===== config.mk =====
export PLATFORM = sky130hd
export DESIGN_NAME = led_pattern_sequencer
export DESIGN_NICKNAME = d
export VERILOG_FILES = /design/src/rtl/led_pattern_sequencer.sv
export SDC_FILE = /design/constraint.sdc
export NUM_CORES = 1
export LEC_CHECK = 0
export CAP_MARGIN = 10
export CORE_MARGIN = 2
export CORE_UTILIZATION = 45
export CTS_CLUSTER_DIAMETER = 30
export CTS_CLUSTER_SIZE = 20
export DETAILED_ROUTE_END_ITERATION = 12
export HOLD_SLACK_MARGIN = 0.08
export PLACE_DENSITY = 0.73
export SYNTH_ARGS = -nofsm -noshare
export SYNTH_HDL_FRONTEND = slang
export SYNTH_SLANG_ARGS = --single-unit

===== constraint.sdc =====
create_clock -name clk -period 1.42 [get_ports clk]
set_input_delay 0.213 -clock clk [delete_from_list [all_inputs] [get_ports clk]]
set_output_delay 0.213 -clock clk [all_outputs]
set_load 0.01 [all_outputs]

===== src/rtl/led_pattern_sequencer.sv =====
// Start/stop-controlled LED pattern engine: prescaled steps of ripple-left/right, bounce or fill.
// Optional LED_SEQ_ROUNDS_EN adds ROUNDS and a one-cycle `done` pulse after ROUNDS full periods.
module led_pattern_sequencer #(
  parameter int unsigned WIDTH    = 8,
  parameter int unsigned TICK_DIV = 4
`ifdef LED_SEQ_ROUNDS_EN
  , parameter int unsigned ROUNDS = 2
`endif
) (
  input  logic             clk,
  input  logic             reset,
  input  logic             start,
  input  logic             stop,
  input  logic [1:0]       mode,
  output logic [WIDTH-1:0] led,
  output logic             busy,
  output logic             step_tick
`ifdef LED_SEQ_ROUNDS_EN
  , output logic           done
`endif
);

  localparam int unsigned   PW        = (TICK_DIV > 1) ? $clog2(TICK_DIV) : 1;
  localparam logic [PW-1:0] PRESC_MAX = PW'(TICK_DIV - 1);

  typedef enum logic {IDLE, RUN} state_t;
  typedef enum logic [1:0] {M_LEFT = 2'b00, M_RIGHT = 2'b01, M_BOUNCE = 2'b10, M_FILL = 2'b11} mode_t;

  state_t           state_q, state_d;
  mode_t            mode_q, mode_d;
  logic [WIDTH-1:0] led_q, led_d, led_step, led_start, led_home;
  logic [PW-1:0]    presc_q, presc_d;
  logic             dir_up_q, dir_up_d, dir_up_step;

`ifdef LED_SEQ_ROUNDS_EN
  localparam int unsigned PASS_W = (ROUNDS > 1) ? $clog2(ROUNDS + 1) : 1;
  logic [PASS_W-1:0] pass_q, pass_d;
  logic              done_q, done_d;
`endif

  // Next pattern value for the latched mode
  always_comb begin
    led_step    = led_q;
    dir_up_step = dir_up_q;
    case (mode_q)
      M_LEFT:  led_step = {led_q[WIDTH-2:0], led_q[WIDTH-1]};
      M_RIGHT: led_step = {led_q[0], led_q[WIDTH-1:1]};
      M_BOUNCE: begin
        if (dir_up_q) begin
          if (led_q[WIDTH-1]) begin
            led_step    = led_q >> 1;
            dir_up_step = 1'b0;
          end else begin
            led_step = led_q << 1;
          end
        end else begin
          if (led_q[0]) begin
            led_step    = led_q << 1;
            dir_up_step = 1'b1;
          end else begin
            led_step = led_q >> 1;
          end
        end
      end
      M_FILL:  led_step = (&led_q) ? '0 : {led_q[WIDTH-2:0], 1'b1};
      default: led_step = led_q;
    endcase
  end

  assign led_start = (mode == 2'b01) ? {1'b1, {(WIDTH-1){1'b0}}} : WIDTH'(1);
  assign led_home  = (mode_q == M_RIGHT) ? {1'b1, {(WIDTH-1){1'b0}}} : WIDTH'(1);
  assign step_tick = (state_q == RUN) && (presc_q == PRESC_MAX);

  always_comb begin
    state_d  = state_q;
    mode_d   = mode_q;
    led_d    = led_q;
    presc_d  = presc_q;
    dir_up_d = dir_up_q;
`ifdef LED_SEQ_ROUNDS_EN
    pass_d   = pass_q;
    done_d   = 1'b0;
`endif
    case (state_q)
      IDLE: begin
        if (start && !stop) begin
          state_d  = RUN;
          mode_d   = mode_t'(mode);
          led_d    = led_start;
          presc_d  = '0;
          dir_up_d = 1'b1;
`ifdef LED_SEQ_ROUNDS_EN
          pass_d   = '0;
`endif
        end
      end
      RUN: begin
        if (stop) begin
          state_d  = IDLE;
          led_d    = '0;
          presc_d  = '0;
          dir_up_d = 1'b1;
        end else if (step_tick) begin
          presc_d  = '0;
          led_d    = led_step;
          dir_up_d = dir_up_step;
`ifdef LED_SEQ_ROUNDS_EN
          // A pass ends on the step that brings the pattern back to its start value
          if (led_step == led_home) begin
            if (pass_q == PASS_W'(ROUNDS - 1)) begin
              state_d  = IDLE;
              led_d    = '0;
              dir_up_d = 1'b1;
              pass_d   = '0;
              done_d   = 1'b1;
            end else begin
              pass_d = pass_q + 1'b1;
            end
          end
`endif
        end else begin
          presc_d = presc_q + 1'b1;
        end
      end
      default: state_d = IDLE;
    endcase
  end

  always_ff @(posedge clk) begin
    if (reset) begin
      state_q  <= IDLE;
      mode_q   <= M_LEFT;
      led_q    <= '0;
      presc_q  <= '0;
      dir_up_q <= 1'b1;
`ifdef LED_SEQ_ROUNDS_EN
      pass_q   <= '0;
      done_q   <= 1'b0;
`endif
    end else begin
      state_q  <= state_d;
      mode_q   <= mode_d;
      led_q    <= led_d;
      presc_q  <= presc_d;
      dir_up_q <= dir_up_d;
`ifdef LED_SEQ_ROUNDS_EN
      pass_q   <= pass_d;
      done_q   <= done_d;
`endif
    end
  end

  assign led  = led_q;
  assign busy = (state_q == RUN);
`ifdef LED_SEQ_ROUNDS_EN
  assign done = done_q;
`endif

endmodule


==> flow_summary.json, run 1 <==
{
  "cp_top_family": "compound AO/OA/AOI/OAI gates",
  "portBuffers": 15,
  "end_kind": "flip-flop",
  "groute.usage.overall_pct": 25.7,
  "maxCapViolCount": 0,
  "power_leakage_uw": 0.000543,
  "synth_area_sq_um": 870,
  "avgSynthCellArea_sq_um": 8.28,
  "wire_per_inst_um": 15.9,
  "h-tree-depth": 1,
  "cts_tree": "done",
  "gr-total-overflow": 0,
  "post-route-drc-count": 0,
  "syn_nets": 112,
  "vias": 1007,
  "grt_max_degree": 11,
  "grt_pass1_wl_um": 4030,
  "critPathMaxFanout": 7,
  "crit_path_top_delay_cell": "dfxtp_2",
  "std_cell_rows": 15,
  "critical_path_buf_inv_count": 0,
  "synth_flop_cell": "dfxtp_1",
  "power_density_nw_per_um2": 670,
  "timing.slew.headroom_pct": 73.6,
  "yosys_warnings": 0,
  "fin_total_pwr_uw": 887,
  "fin_crit_sh_pct": 98.0,
  "fin_cells": 169,
  "clockBufferDepth": 2,
  "routed_wirelength_um": 2680,
  "cts_buffers": 3,
  "worstPathRequired_ps": 1600,
  "ys_ff_latch": 14,
  "clock_skew_ps": 1.85,
  "initial_core_util_pct": 49.3,
  "fmax_ghz": 0.718,
  "pin_count": 16,
  "worstSkewPairLatency_ps": 290,
  "core_sq_um": 1760,
  "viasPerCell": 5.96,
  "fin_ws_ps": 27.7,
  "final_area_sq_um": 1330,
  "dp.cells": 165,
  "setup_viol": 0,
  "cts.sinks": 14,
  "multi_input_area_sq_um": 611,
  "ys_types": 39,
  "layout.area.seq_sq_um": 289,
  "dpl_worst_slack_ps": -343,
  "die-area_sq_um": 2300,
  "finalCriticalPeriod_ps": 1390,
  "num-fill-cells": 146,
  "drt_iter0_markers": 48,
  "synth_edf_count": 0,
  "dp_hpwl_um": 1880,
  "worstPathCellList": "nand4_1 -> o211a_4 -> o31ai_1 -> a21oi_1",
  "ys_top_cells_by_area": "dfxtp_1 32%, nor2_1 4.7%, a21oi_1 4.0%",
  "diodes": 0,
  "cts_root_buffer": "clkbuf_4",
  "synth_top_cell_by_area": "dfxtp_1",
  "nNetsFinal": 152,
  "cp_slowest_stage_delay_ps": 410,
  "dr.pass1.iters": 4,
  "layout-drive-gt1-share_pct": 35.4,
  "worst_pin_slew_ps": 391,
  "critPathLaunchType": "flip-flop",
  "postPlaceCellArea_sq_um": 1210,
  "peakVddDrop_uv": 803,
  "antenna_left": 0,
  "synth.top_cell.area_share_pct": 32.2,
  "critPathKind": "reg -> reg",
  "final_max_slew_viol_count": 0,
  "die_height_um": 48.0,
  "path_clk_slew_ps": 90,
  "globalplace.congestion": 0.892,
  "post_cts_buffers": 0,
  "synth_seq_area_share_pct": 32.2,
  "hp-class": "in -> reg",
  "grt_pass1_vias": 937,
  "die_w_um": 48.0,
  "hold_viol_final": 0,
  "area_growth_pct": 52.4,
  "fin_hold_ws_ps": 344,
  "cts_hold_buffers": 0,
  "synthCells": 105,
  "cp.arrival_ps": 1570,
  "status": "finished, final reports clean",
  "synthArstFlopShare_pct": 0,
  "antenna_found_initial": 0
}
[per-layer routing]
metal / wire length, um / vias to the layer above / GRT usage, %
li1: - / 477 / -
met1: 1070 / 468 / 32.5
met2: 1310 / 52 / 39.5
met3: 213 / 10 / 7.17
met4: 85 / 0 / 14.1
met5: 0 / - / 0
[sequential cells by signal, indices dropped and copies added (netlist names)]
name,cells
led,8
mode_q,2
presc_q,2
busy,1
dir_up_q,1
[cells in the mapped netlist (2+ instances only)]
cell type	n
a221oi_1	3
nand3b_1	2
buf_6	3
o21ai_0	6
o311ai_0	2
nand3_1	4
clkbuf_1	2
nor3_1	3
mux2i_1	3
nor2_1	11
o31ai_1	2
a21boi_1	3
a21oi_1	7
nand2b_1	3
a32oi_1	2
a22oi_1	4
inv_1	4
nand4_1	2
dfxtp_1	14
a21o_1	2
nor2b_1	5
[worst register-to-register path: stages (launching register included)]
cell and delay [ps]:
dfxtp_2 410, nand4_1 180, o211a_4 330, o31ai_1 260, a21oi_1 90
[where the power goes]
group	internal [uW]	switching, uW
registers	403	14.9
logic	85.8	80.6
clock network	157	147
total	645	242
[cell usage in the layout (no fill, tap or decap), types with 3 or more instances in the layout]
cell type / n
buf_6: 3
dlygate4sd2_1: 9
nor2b_1: 4
mux2i_1: 3
dfxtp_2: 7
clkdlybuf4s50_1: 4
dfxtp_1: 7
clkbuf_4: 3
a21boi_1: 3
inv_1: 4
nand3_1: 4
buf_4: 23
a21oi_1: 7
o21ai_0: 6
nor2_1: 11
[stage by stage]
stage,setup TNS (ps),util [%]
after floorplan,-729,-
after global placement,-2630,68.4
after detailed placement,-2880,68.4
after CTS,0,71.2
after global routing,-11.6,75.1
final,0,75.1
[path summary, 6_finish.rpt]
path,start,to,slack [ps],depth (start not counted)
max,led[7],led[0],30,4
min,start,busy,340,4
max reg2reg,led[7],led[0],30,4
min reg2reg,presc_q[1],presc_q[1],550,2
[logic make-up after synthesis]
kind of cell | synth area share (%)
flops | 32.2
fa+ha+maj | 1.44
compound gates | 32.5
simple gates | 23.3
buf+inv | 7.05
mux | 3.45
[repair_timing]
action,CTS,global route
endpoints found under the setup margin,14,8
pin swaps,0,4
gates resized for setup,19,18
gates cloned,0,0
[layout make-up]
type                            count  share of cell area (%)
Sequential cell                    14                    21.8
Inverter                            4                    1.13
Multi-Input combinational cell     81                    46.1
Timing Repair Buffer               41                    25.9
Clock buffer                        4                    2.74
Tap cell                           25                    2.36
No activity file was read; power rests on OpenSTA's default activity.
==> run 2: changes to the inputs <==
Settings changed: PLACE_DENSITY 0.73 to not set, PLACE_DENSITY_LB_ADDON set to 0.15.
==> run 2 against run 1 <==
Effect of this change:
- the run now ends with setup timing left
- cell count up 1.2%
- cell area up 5.1%
- clock power about the same
- first-iteration DRC count up 31%
- via count up 4.2%
- clock-buffer cell count unchanged
- register-to-register slack worse by 98 ps
- core utilization up 3.8 points
- sequential power down 1%
- critical path type unchanged
- highest routed layer unchanged
==> flow_summary.json, run 2 (synthesis results as in run 1) <==
{
  "die-area_sq_um": 2300,
  "rr_worst_depth": 7,
  "critPathKind": "reg -> reg",
  "dp_hpwl_um": 1770,
  "dr.pass1.iters": 4,
  "die_w_um": 48.0,
  "critPathLaunchType": "flip-flop",
  "combPwrFrac_pct": 19.9,
  "grt_max_degree": 15,
  "cts_tree": "done",
  "switching_share_pct": 27.7,
  "critPathMaxFanout": 6,
  "antenna_found_initial": 0,
  "cts_buffers": 3,
  "num-fill-cells": 127,
  "fin_crit_sh_pct": 105,
  "hp-class": "reg -> reg",
  "cts_hold_buffers": 0,
  "wire_per_inst_um": 17.2,
  "viasPerCell": 6.13,
  "reg2reg_from": "presc_q[1]",
  "p_int_uw": 644,
  "clockBufferDepth": 2,
  "pin_count": 16,
  "globalplace.congestion": 0.913,
  "fin_cells": 171,
  "power_density_nw_per_um2": 639,
  "p_sw_uw": 247,
  "grt_pass1_vias": 879,
  "rrSetupSlack_ps": -70,
  "peakVddDrop_uv": 497,
  "fmax_ghz": 0.671,
  "fin_ws_ps": -70.4,
  "antenna_left": 0,
  "groute.usage.overall_pct": 24.4,
  "maxCapViolCount": 0,
  "hold_path.startpoint": "presc_q[1]",
  "p_clk_share_pct": 33.6,
  "clock_skew_ps": 9.12,
  "wl_met3_um": 129,
  "seqPwrFrac_pct": 46.4,
  "cts_root_buffer": "clkbuf_4",
  "layout-drive-gt1-share_pct": 39.7,
  "diodes": 0,
  "utilization_pct": 78.9,
  "final_common_cell": "buf_4",
  "area_growth_pct": 60.1,
  "worstPathRequired_ps": 1630,
  "hold_viol_final": 0,
  "final_max_slew_viol_count": 0,
  "routed_wirelength_um": 2940,
  "vias": 1049,
  "rsz0062_at_grt": "yes",
  "nNetsFinal": 154,
  "fin_hold_ws_ps": 548,
  "end_kind": "flip-flop",
  "path_clk_slew_ps": 100,
  "cts.sinks": 14,
  "dr_wl_met2_um": 1520,
  "largest_reg_flops": 8,
  "power_leakage_uw": 0.000561,
  "portBuffers": 15,
  "h-tree-depth": 1,
  "setup_viol": 6,
  "gr-total-overflow": 0,
  "status": "finished with violations",
  "violations": "setup timing",
  "initial_core_util_pct": 49.3,
  "drt_iter0_markers": 63,
  "layout_common_cells": "26 x buf_4, 11 x nor2_1, 9 x dlygate4sd2_1",
  "min_path_cells": 2,
  "timing.slew.headroom_pct": 72.6,
  "grt_pass1_wl_um": 3880,
  "std_cell_rows": 15,
  "die_height_um": 48.0,
  "fin_total_pwr_uw": 891,
  "dp.cells": 162,
  "holdPathEnd": "presc_q[1]",
  "top_layer": "met4",
  "worst_pin_slew_ps": 406,
  "worstSkewPairLatency_ps": 290,
  "cp.arrival_ps": 1700,
  "met1_length_um": 1210,
  "finalCriticalPeriod_ps": 1490,
  "worstReg2RegEnd": "led[5]",
  "post-route-drc-count": 0,
  "core_sq_um": 1760
}
## run 2: changes by cell type in the layout (fill, tap and decap cells not counted), moves of 2 or more
cell      change
a21boi_1      -3
buf_4         +3
nand3_1       -3
a21boi_4      +2
a221oi_1      -2
a221oi_2      +2
nand3_4       +2
## run 2: final cells by class
cell class	instances	area [sq um]	area share, %
tap	25	31.3	2.25
clock buffer	4	36.3	2.61
sequential	14	288	20.7
multi-input combinational	81	666	47.8
timing repair buffer	43	357	25.6
inverter	4	15.0	1.08
## run 2: critical path, stage by stage (launching register included)
cell and delay (ps):
dfxtp_2 350, ha_4 160, buf_6 120, o21ai_4 140, buf_6 150, nand3_2 90
a21boi_2 170, a221oi_2 230
## run 2: through the flow
stage	setup WS, ps	instance area [sq um]	TNS, ps
floorplan	-156	876	-729
global placement	-346	1180	-2620
detailed placement	-372	1180	-2960
CTS	-24.0	1270	-48.3
global route	-135	1390	-717
finish	-70.4	1390	-256
## run 2: power groups by stage
stage / Combinational, uW / Clock (uW) / Sequential (uW)
2_1_floorplan: 83.3 / 0 / 420
3_3_place_gp: 144 / 0 / 420
3_5_place_dp: 147 / 0 / 420
4_1_cts: 149 / 303 / 413
5_1_grt: 189 / 336 / 415
6_report: 178 / 300 / 413
## run 2: what timing repair did
action	4_1_cts	5_1_grt
pin swaps	7	6
buffers inserted	2	3
gates resized for setup	24	19
setup endpoints to repair	18	9
gates cloned	0	0
## run 2: metal layers
metal / global-route usage, % / up-vias
met5: 0 / -
met4: 10.8 / 0
met3: 5.66 / 11
met2: 38.4 / 41
met1: 31.7 / 514
li1: - / 483
## run 2: how the worst max path moves through the flow
stage | end | startpoint | cells past startpoint
2_1_floorplan | led[7] | busy | 7
3_3_place_gp | led[0] | start | 6
3_5_place_dp | led[0] | start | 6
4_1_cts | led[3] | presc_q[1] | 7
5_1_grt | led[3] | dir_up_q | 4
6_report | led[5] | presc_q[1] | 7
==> RTL change (flow settings as in run 2) <==
Build with the macro `LED_SEQ_ROUNDS_EN` defined.
--- a/src/rtl/led_pattern_sequencer.sv
+++ b/src/rtl/led_pattern_sequencer.sv
@@ -1,5 +1,7 @@
 // Start/stop-controlled LED pattern engine: prescaled steps of ripple-left/right, bounce or fill.
 // Optional LED_SEQ_ROUNDS_EN adds ROUNDS and a one-cycle `done` pulse after ROUNDS full periods.
+`define LED_SEQ_ROUNDS_EN
+
 module led_pattern_sequencer #(
   parameter int unsigned WIDTH    = 8,
   parameter int unsigned TICK_DIV = 4
Behaviour (old outputs only; new: done): no difference found for any inputs over 10 cycles, from zero or initial values and one cycle with reset high; that may be too few to reach the edited logic, so the function may still have changed.
==> RTL change against run 2 <==
The flow still finishes with violations (setup timing); utilization is 3.6 points lower; sequential share of layout area decreased by 1.4 points; sequential cell count up 3; worst setup slack got worse by 0.55 ns; final area is 35% higher; critical path depth increased by 1; fmax down 27%; wire length is 29% higher; synthesized area rose by 37%; global-route usage grew 1.1 points; power up 14%; critical path type unchanged; largest cell class unchanged.
==> RTL change: results <==
worst_setup_path:
  critical-path-max-stage-delay_ns: 0.34
  rr_endpoint: "done"
  crit_path_top_delay_cell: "sky130_fd_sc_hd__dfxtp_2"
  reg2regPathDepth: 8
  cpLargestDelayFamily: "simple AND/OR/NAND/NOR gates"
  cp-startpoint: "led[0]"
  worstPathArrival_ns: 2.27
synth:
  yosysUniqueCellTypes: 46
  synth_sequential_area_ratio: 0.285
  avgSynthCellArea_um2: 8.00
  synthArstFlopShare: 0
  synth_top_cells_by_area: "sky130_fd_sc_hd__dfxtp_1 29%, sky130_fd_sc_hd__nor2_1 6.0%, sky130_fd_sc_hd__mux2i_1 5.0%"
  synth.top_cells.by_count: "19 x sky130_fd_sc_hd__nor2_1, 17 x sky130_fd_sc_hd__dfxtp_1, 11 x sky130_fd_sc_hd__a21oi_1"
  mappedNetlistNets: 156
  yosysWarningCount: 0
  synth_flop_cell: "sky130_fd_sc_hd__dfxtp_1"
sta:
  finClkSkew_ns: 0.00388
  worst_slew_pin_slew_ns: 0.334
  fin_hold_ws_ns: 0.506
  setup_slack_ns: -0.624
  setup_viol: 13
detailed_routing:
  num_vias: 1421
  avgViaCountPerCell: 5.75
  wirelength_met1_um: 1610
  total_met3_wirelength_after_detailed_routing_um: 167
  detail_route.iter0.violations: 46
  detail_route.wl_per_cell_um: 15.3
  wl_met2_um: 1950
outcome:
  status: "complete, but fails checks"
  violations: "setup timing"
placed_design:
  detailed_place_hpwl_um: 2810
  gp_congestion: 0.930
  post-place-cells: 237
  io_buffer_count: 16
grt:
  grt_util_met3: 0.0445
  grt_max_degree: 11
  first_global_vias: 1417
  grt.met2_usage: 0.459
  globalRouteMet1Util: 0.308
  grt_first_pass_wirelength_um: 6310
  track_usage: 0.255
  antenna_found_initial: 0
clock_network:
  post-cts-setup-buffers: 8
  cts_made_buffers: 3
  postCtsResizedCells: 37
  cts_htree_levels: 1
power_and_ir_drop:
  leakage_nw: 0.830
  power.share.switching: 0.279
  vdd_ir_drop_max_mv: 0.576
min_path:
  worst_hold_startpoint: "pass_q[0]"
  hold_path.class: "flip-flop to flip-flop"
  min_delay_path_depth: 2
  min_to: "pass_q[0]"
cells_and_area:
  diodes: 0
  final_layout_size_suffix_gt1_frac: 0.470
  final_net_count: 225
job:
  max_cap_viol_count: 0
## RTL change: cell count changes after synthesis, sizes merged, moves of 3 or more
cell,change
nand3,-3
nor3b,+4
nand2,+8
dfxtp,+3
a22oi,+4
a21boi,-3
a221oi,-3
mux2i,+3
nor2,+8
a21oi,+4
## RTL change: power by group through the flow
stage | Sequential (mW) | Clock [mW] | Combinational, mW
3_5_place_dp | 0.510 | 0 | 0.238
5_1_grt | 0.498 | 0.287 | 0.283
2_1_floorplan | 0.507 | 0 | 0.119
4_1_cts | 0.495 | 0.265 | 0.256
3_3_place_gp | 0.509 | 0 | 0.234
6_report | 0.496 | 0.257 | 0.261
## RTL change: cells by family after synthesis
family / synth area share
flip-flops: 0.285
buffers and inverters: 0.0546
AND/OR/NAND/NOR: 0.300
AO/OA/AOI/OAI: 0.292
adder cells (fa/ha/maj): 0.0105
multiplexers: 0.0504
XOR/XNOR: 0.00735
## RTL change: area by class of cell
| cell class | instances | area (µm²) |
|---|---|---|
| Multi-Input combinational cell | 118 | 850 |
| Fill cell | 185 | 617 |
| Timing Repair Buffer | 74 | 591 |
| Sequential cell | 17 | 363 |
| Tap cell | 30 | 37.5 |
| Clock buffer | 3 | 22.5 |
| Inverter | 4 | 15.0 |
| Clock inverter | 1 | 5.00 |
## RTL change: per-stage QoR
step | utilization | setup WS (ns) | TNS [ns] | cell area [µm²]
global route | 0.753 | -0.733 | -6.25 | 1880
finish | 0.753 | -0.624 | -5.04 | 1880
detailed placement | 0.704 | -0.780 | -7.36 | 1760
floorplan | - | -0.621 | -4.37 | 1230
global placement | 0.704 | -0.688 | -6.64 | 1760
CTS | 0.745 | -0.635 | -5.05 | 1860
